$ cat config.mk
export PLATFORM = sky130hd
export DESIGN_NAME = fetch_ctrl
export DESIGN_NICKNAME = d
export VERILOG_FILES = /design/src/rtl/fetch_ctrl.sv
export SDC_FILE = /design/constraint.sdc
export NUM_CORES = 1
export LEC_CHECK = 0
export ABC_CLOCK_PERIOD_IN_PS = 4200
export CAP_MARGIN = 20
export CORE_AREA = 2 2 144 146
export CTS_CLUSTER_DIAMETER = 80
export DETAILED_ROUTE_END_ITERATION = 8
export DIE_AREA = 0 0 146 148
export DONT_BUFFER_PORTS = 1
export PLACE_DENSITY = 0.47
export SKIP_LAST_GASP = 1
export SLEW_MARGIN = 10
export SYNTH_ARGS = -nofsm -noshare
export SYNTH_HDL_FRONTEND = slang
export SYNTH_SLANG_ARGS = --single-unit
$ cat constraint.sdc
create_clock -name i_clk -period 4.2 [get_ports i_clk]
set_input_delay 0.21 -clock i_clk [delete_from_list [all_inputs] [get_ports i_clk]]
set_output_delay 0.21 -clock i_clk [all_outputs]
set_load 0.01 [all_outputs]
$ cat src/rtl/fetch_ctrl.sv
// ============================================================================
// Module      : fetch_ctrl
// Description : Instruction fetch controller. Issues at most one instruction
//               memory read at a time, delivers fetched words into a
//               registered IF/ID payload, parks one extra word in a skid
//               register while decode is stalled, and discards in-flight
//               reads on a redirect (flush).
// Revision    : 1.0 - initial release
// ----------------------------------------------------------------------------
// Ports
//   i_clk          clock, all state updates on rising edge
//   i_reset_n      asynchronous active-low reset
//   i_pc           current fetch address from the PC register
//   o_pc_stall     1 = PC register holds, 0 = PC loads its next value
//   i_flush        redirect from execute, discards in-flight/buffered fetches
//   i_id_stall     decode cannot accept a new instruction this cycle
//   o_imem_req     instruction memory read request
//   o_imem_addr    word-aligned read address
//   i_imem_rvalid  read data valid
//   i_imem_rdata   read data
//   o_if_valid     IF/ID payload valid
//   o_if_pc        IF/ID payload address (RESET_PC while invalid)
//   o_if_instr     IF/ID payload instruction (0 while invalid)
// ============================================================================
`default_nettype none

module fetch_ctrl #(
  parameter logic [31:0] RESET_PC = 32'h0000_0000
) (
  input  logic        i_clk,
  input  logic        i_reset_n,
  input  logic [31:0] i_pc,
  output logic        o_pc_stall,
  input  logic        i_flush,
  input  logic        i_id_stall,
  output logic        o_imem_req,
  output logic [31:0] o_imem_addr,
  input  logic        i_imem_rvalid,
  input  logic [31:0] i_imem_rdata,
  output logic        o_if_valid,
  output logic [31:0] o_if_pc,
  output logic [31:0] o_if_instr
);

  typedef enum logic [1:0] {
    ST_IDLE  = 2'd0,
    ST_REQ   = 2'd1,
    ST_DRAIN = 2'd2,
    ST_SKID  = 2'd3
  } state_t;

  state_t      state_q, state_d;
  logic        req_q, req_d;
  logic [31:0] drain_addr_q, drain_addr_d;
  logic        skid_valid_q, skid_valid_d;
  logic [31:0] skid_pc_q, skid_pc_d;
  logic [31:0] skid_instr_q, skid_instr_d;
  logic        if_valid_q, if_valid_d;
  logic [31:0] if_pc_q, if_pc_d;
  logic [31:0] if_instr_q, if_instr_d;

  logic [31:0] fetch_addr;
  logic        accept;

  assign fetch_addr = i_pc & ~32'h0000_0003;

  // A response is only taken while a live request is outstanding and no
  // redirect is in progress; a flush drops whatever arrives that cycle.
  assign accept     = (state_q == ST_REQ) & i_imem_rvalid & ~i_flush;
  assign o_pc_stall = ~(accept | i_flush);

  assign o_imem_req  = req_q;
  // While draining, the abandoned read must keep its original address until
  // memory answers, even though the PC has already moved to the new target.
  assign o_imem_addr = (state_q == ST_DRAIN) ? drain_addr_q : fetch_addr;

  assign o_if_valid = if_valid_q;
  assign o_if_pc    = if_pc_q;
  assign o_if_instr = if_instr_q;

  always_comb begin
    state_d      = state_q;
    drain_addr_d = drain_addr_q;
    skid_valid_d = skid_valid_q;
    skid_pc_d    = skid_pc_q;
    skid_instr_d = skid_instr_q;
    if_valid_d   = if_valid_q;
    if_pc_d      = if_pc_q;
    if_instr_d   = if_instr_q;

    // Next state
    case (state_q)
      ST_IDLE: state_d = ST_REQ;
      ST_REQ: begin
        if (i_flush) begin
          if (!i_imem_rvalid) begin
            state_d      = ST_DRAIN;
            drain_addr_d = fetch_addr;
          end
        end else if (accept && if_valid_q && i_id_stall) begin
          state_d = ST_SKID;
        end
      end
      ST_DRAIN: begin
        if (!i_flush && i_imem_rvalid) state_d = ST_REQ;
      end
      ST_SKID: begin
        if (i_flush || !i_id_stall) state_d = ST_REQ;
      end
      default: state_d = ST_IDLE;
    endcase

    // IF/ID payload and skid register; flush outranks every load.
    if (i_flush) begin
      if_valid_d   = 1'b0;
      if_pc_d      = RESET_PC;
      if_instr_d   = 32'h0;
      skid_valid_d = 1'b0;
    end else if (accept) begin
      if (!if_valid_q || !i_id_stall) begin
        if_valid_d = 1'b1;
        if_pc_d    = fetch_addr;
        if_instr_d = i_imem_rdata;
      end else begin
        skid_valid_d = 1'b1;
        skid_pc_d    = fetch_addr;
        skid_instr_d = i_imem_rdata;
      end
    end else if (state_q == ST_SKID && skid_valid_q && !i_id_stall) begin
      if_valid_d   = 1'b1;
      if_pc_d      = skid_pc_q;
      if_instr_d   = skid_instr_q;
      skid_valid_d = 1'b0;
    end else if (if_valid_q && !i_id_stall) begin
      // Decode consumed the payload and nothing replaces it.
      if_valid_d = 1'b0;
      if_pc_d    = RESET_PC;
      if_instr_d = 32'h0;
    end

    req_d = (state_d == ST_REQ) || (state_d == ST_DRAIN);
  end

  always_ff @(posedge i_clk or negedge i_reset_n) begin
    if (!i_reset_n) begin
      state_q      <= ST_IDLE;
      req_q        <= 1'b0;
      drain_addr_q <= 32'h0;
      skid_valid_q <= 1'b0;
      skid_pc_q    <= 32'h0;
      skid_instr_q <= 32'h0;
      if_valid_q   <= 1'b0;
      if_pc_q      <= RESET_PC;
      if_instr_q   <= 32'h0;
    end else begin
      state_q      <= state_d;
      req_q        <= req_d;
      drain_addr_q <= drain_addr_d;
      skid_valid_q <= skid_valid_d;
      skid_pc_q    <= skid_pc_d;
      skid_instr_q <= skid_instr_d;
      if_valid_q   <= if_valid_d;
      if_pc_q      <= if_pc_d;
      if_instr_q   <= if_instr_d;
    end
  end

endmodule

`default_nettype wire
# [After elaboration in Yosys (flattened, before gate mapping)]
# Cells that the tools add are included.
[word_totals] output_inout_bits=99 ff_bits=161 elab_cells=67
[classes] n_mux=25 n_reduce_logical=19 eq_ne=7 bitwise=7
[op_table] operator="32-bit two-way mux" count=10
[op_table] operator="2-bit two-way mux" count=5
[op_table] operator="1-bit two-way mux" count=9
[op_table] operator="2-bit case mux with 4 select lines" count=1
[op_table] operator="2-bit equality test (second input constant)" count=3
[op_table] operator="1-bit logical AND" count=6
[op_table] operator="3-bit AND reduction" count=2
[op_table] operator="2-bit by 1-bit equality test with 1-bit output (second input constant)" count=2
[op_table] operator="1-bit inverter" count=4
[op_table] operator="2-bit AND reduction" count=2
[op_table] operator="4-bit nonzero test" count=1
[op_table] operator="1-bit logical NOT" count=3
[op_table] operator="1-bit logical OR" count=3
[op_table] operator="3-bit by 2-bit inequality test with 1-bit output (second input constant)" count=1
[op_table] operator="3-bit inequality test (second input constant)" count=1
[op_table] operator="3-bit nonzero test" count=1
[op_table] operator="1-bit bitwise AND" count=2
[op_table] operator="2-bit logical NOT" count=1
[op_table] operator="1-bit OR" count=1

# [Longest topological paths before layout]
[depth] depth_word=10 depth_mapped=6 mapped_depth_nobuf=4

# [Least setup slack after synthesis]
# No wires, ideal clock.
[synth_timing] kind="register -> register" startpoint="register state_q[1]" endpoint="register skid_instr_q[10]" setup_time_ns=0.125 t_arrival_ns=1.523 setup_slack_ns=2.552 n_path_buf=2 stages_incl_launch_ff=6 period_less_slack_ns=1.648 path_cell_list="dfrtp_1 and4bb_2 nor2b_1 buf_2 buf_2 mux2_2"
[synth_between] elab_chain_len=4
[synth_lines] item="start: declaration" line="52" text="state_t state_q, state_d;"
[synth_lines] item="start signal: assignment" line="156" text="state_q <= state_d;"
[synth_lines] item="2-bit by 1-bit equality test with 1-bit output" line="69" text="assign accept = (state_q == ST_REQ) & i_imem_rvalid & ~i_flush;"
[synth_lines] item="1-bit bitwise AND (2 in a row)" line="69"
[synth_lines] item="3-bit AND reduction (no line)"
[synth_lines] item="end signal: assignment" line="161" text="skid_instr_q <= skid_instr_d;"
[synth_lines] item="end: declaration" line="57" text="logic [31:0] skid_instr_q, skid_instr_d;"
# No other way between the ends.
# A chain may end at the register's enable or synchronous reset.

# [Final worst setup path]
[layout_timing] startpoint="register state_q[1]" endpoint="output o_imem_addr[31]"
[layout_between] elab_chain_len=2
[layout_lines] item="2-bit equality test" line="75" text="assign o_imem_addr = (state_q == ST_DRAIN) ? drain_addr_q : fetch_addr;"
[layout_lines] item="32-bit two-way mux" line="75"
[layout_lines] item="end: declaration" line="37" text="output logic [31:0] o_imem_addr,"
# No other way between the ends.

==> summary.txt <==
Timing
  – Fin. Hold Viols: 0
  – Setup violators final: 0
  – Total negative slack: 0 ps
  – Fin crit share: 58.1%
  – Slew Viols, Final: 0
  – RSZ-0062 raised after global routing: false
  – Minimum period implied by the final worst setup slack: 2440 ps
  – Slew @ Worst Pin: 1000 ps
  – Peak Freq: 0.410 GHz
  – Slew HR: 32.9%
  – Layout Skew: 10.7 ps

Routing
  – Wire length per cell: 18.3 um
  – First-pass detailed-route iteration total: 4
  – Via-to-Cell Ratio: 5.06
  – First-iteration detailed-routing DRC count: 160
  – Final WL: 16.0 mm
  – Vias: 4437
  – Drt drc: 0
  – Antenna Violating Nets Remaining: 0

Floorplanning
  – Die W: 146 um
  – Starting Density: 34.3%
  – Row count: 52
  – Core area: 20000 um^2
  – Die Height: 148 um
  – Full die area: 21600 um^2
  – Top Ports: 168

Yosys
  – Synth Area in Compound Gates: 12.2%
  – Mux contribution to synthesized area: 20.0%
  – Adder-cell share of the synthesized area: 0%
  – Synth Instances: 543
  – Ys Warns: 0
  – Seq/Total Area, Yosys: 57.9%
  – Top cell type by total area after synthesis: dfrtp_1
  – Cell variety after synth: 34
  – Avg Cell Area, Syn: 12.7 um^2
  – Synth Area in Simple Gates: 5.77%
  – Seq cells post-synth: 159
  – Synth Cell Area: 6870 um^2
  – Top post-synthesis cells by area: dfrtp_1, mux2_2, a22oi_1
  – Xor/xnor share of the synthesized area: 0%
  – Yosys top cell area share: 57.9%
  – Main combinational cell family by area after synthesis: multiplexers

Cells and area
  – Ant diodes: 0
  – Util after Layout: 41.6%
  – Share of cells above drive strength 1: 27.3%
  – # fillers: 1945
  – Leading cell type in the layout, fill and taps excluded: dfrtp_1
  – Area grow syn2layout: 21.3%
  – Nets: 665
  – Most frequent cells in the layout: dfrtp_1, mux2_2, dlygate4sd3_1

Clock network
  – Clk buf depth: 2
  – Post-CTS sizing: 0
  – Number of buffers created by CTS: 17
  – CTS tree: yes
  – Number of clock sinks: 159
  – Register clock-pin slew on the reported worst setup and hold paths: 60 ps
  – Htree depth: 4
  – Clk Tree Root Cell: clkbuf_16
  – Clk_lat worst skew: 410 ps

Global routing
  – Global route overflow: 0
  – Pin count of the biggest net entering global routing: 160
  – GR Util All Layers: 15.6%
  – Vias in the first global route: 4804
  – First-pass GRT wire length: 26.6 mm
  – Initial antenna violation count: 0

Pwr
  – Internal cell power: 3.24 mW
  – Combinational share of power: 14.2%
  – Switching portion of total power: 25.2%
  – Clock Power Share: 37.6%
  – Sequential Power Share: 48.3%
  – Lkg Pwr: 3.46 nW
  – Worst vdd ir: 0.256 mV
  – Power per cell area: 519 nW/um^2
  – Switching power: 1.09 mW

Worst setup path
  – Crit start category: flip-flop
  – Crit path max fanout: 31
  – CP Data Arrival Time: 2230 ps
  – CP Data Required Time: 3990 ps
  – Endpoint class of the critical path: primary output
  – Critical path class: flip-flop to primary output

Outcome
  – Status: complete, no violations

Placed design
  – Port bufs: 0
  – Placer Congestion: 0.708
  – Post-DP HPWL: 9.16 mm

Hold path
  – Hold crit path type: primary input to flip-flop

Job
  – Max Cap Violations: 0
## cells by family after synthesis
| family | Yosys count |
|---|---|
| other | 1 |
| flip-flops | 159 |
| buffers and inverters | 45 |
| AND/OR/NAND/NOR | 86 |
| AO/OA/AOI/OAI | 130 |
| multiplexers | 122 |
## worst max-delay path, cell delays in order, from the launching register on
cell and delay [ps]:
dfrtp_1 470, nor2b_4 870, mux2_2 480
## state kept, by name (all words and copies together) (netlist names)
name,cells
o_if_valid,1
skid_pc_q,30
o_if_instr,32
o_imem_req,1
state_q,2
drain_addr_q,30
skid_instr_q,32
o_if_pc,30
skid_valid_q,1
## timing repair
item,in CTS,in global routing
hold buffers,67,0
hold endpoints to repair,278,0
buffers inserted,0,0
endpoints found under the setup margin,0,0
## metrics by stage
stage	instances	setup slack (ps)	power [mW]	cell area (um^2)	hold slack (ps)
floorplan	546	2550	2.54	6880	-85.6
global placement	780	2070	2.61	7030	-82.2
detailed placement	780	2040	2.65	7030	-82.2
CTS	877	1650	4.39	8330	0.544
global route	877	1520	4.57	8330	6.41
finish	877	1760	4.33	8330	23.5
## power groups by stage
| stage | Sequential (mW) | Clock (mW) | Combinational (mW) |
|---|---|---|---|
| after CTS | 2.09 | 1.67 | 0.627 |
| after global routing | 2.14 | 1.75 | 0.684 |
| after global placement | 2.10 | 0 | 0.511 |
| after detailed placement | 2.12 | 0 | 0.533 |
| final | 2.09 | 1.62 | 0.612 |
| after floorplan | 2.06 | 0 | 0.481 |
## layer usage
layer | global-route usage [%] | wire, um
met4 | 3.74 | 114
met1 | 19.8 | 7060
met5 | 0 | 0
met3 | 6.33 | 1360
met2 | 25.0 | 7480
## layout make-up
type	count	area (um^2)	area share [%]
Multi-Input combinational cell	342	2650	31.8
Clock inverter	9	160	1.92
Timing Repair Buffer	75	748	8.98
Clock buffer	21	450	5.41
Sequential cell	159	3980	47.8
Tap cell	270	338	4.06
Inverter	1	3.75	0.0451
## cells in the mapped netlist
library cell / n
a2111oi_4: 1
a211o_1: 1
a21oi_1: 2
a22o_1: 1
a22oi_1: 61
and3b_1: 1
and4b_1: 1
and4bb_2: 1
buf_1: 1
buf_2: 8
buf_4: 6
buf_6: 10
clkbuf_1: 18
clkbuf_2: 1
conb_1: 1
dfrtp_1: 159
inv_1: 1
mux2_2: 122
nand2_1: 63
nand2b_1: 2
nand2b_2: 1
nand3_1: 2
nand3b_1: 2
nand4_1: 1
nor2_1: 4
nor2b_1: 4
nor3b_1: 1
nor3b_2: 1
o21ai_0: 51
o21ai_1: 11
o22a_1: 1
o22ai_1: 1
or2_2: 1
or4b_1: 1
## worst paths after layout
kind | slack [ps] | cells after the start | start | endpoint
max in group asynchronous | 3060 | 2 | i_reset_n | state_q[1]$_DFF_PN0_
max reg2reg | 2060 | 4 | state_q[1]$_DFF_PN0_ | skid_pc_q[8]$_DFFE_PN0P_
min | 20 | 2 | i_imem_rdata[31] | o_if_instr[31]$_DFFE_PN0P_
max | 1760 | 2 | state_q[1]$_DFF_PN0_ | o_imem_addr[31]
min reg2reg | 500 | 1 | drain_addr_q[18]$_DFFE_PN0P_ | drain_addr_q[18]$_DFFE_PN0P_
min in group asynchronous | 480 | 2 | i_reset_n | o_if_instr[21]$_DFFE_PN0P_
Note: power is estimated with default switching activity, not from simulation.
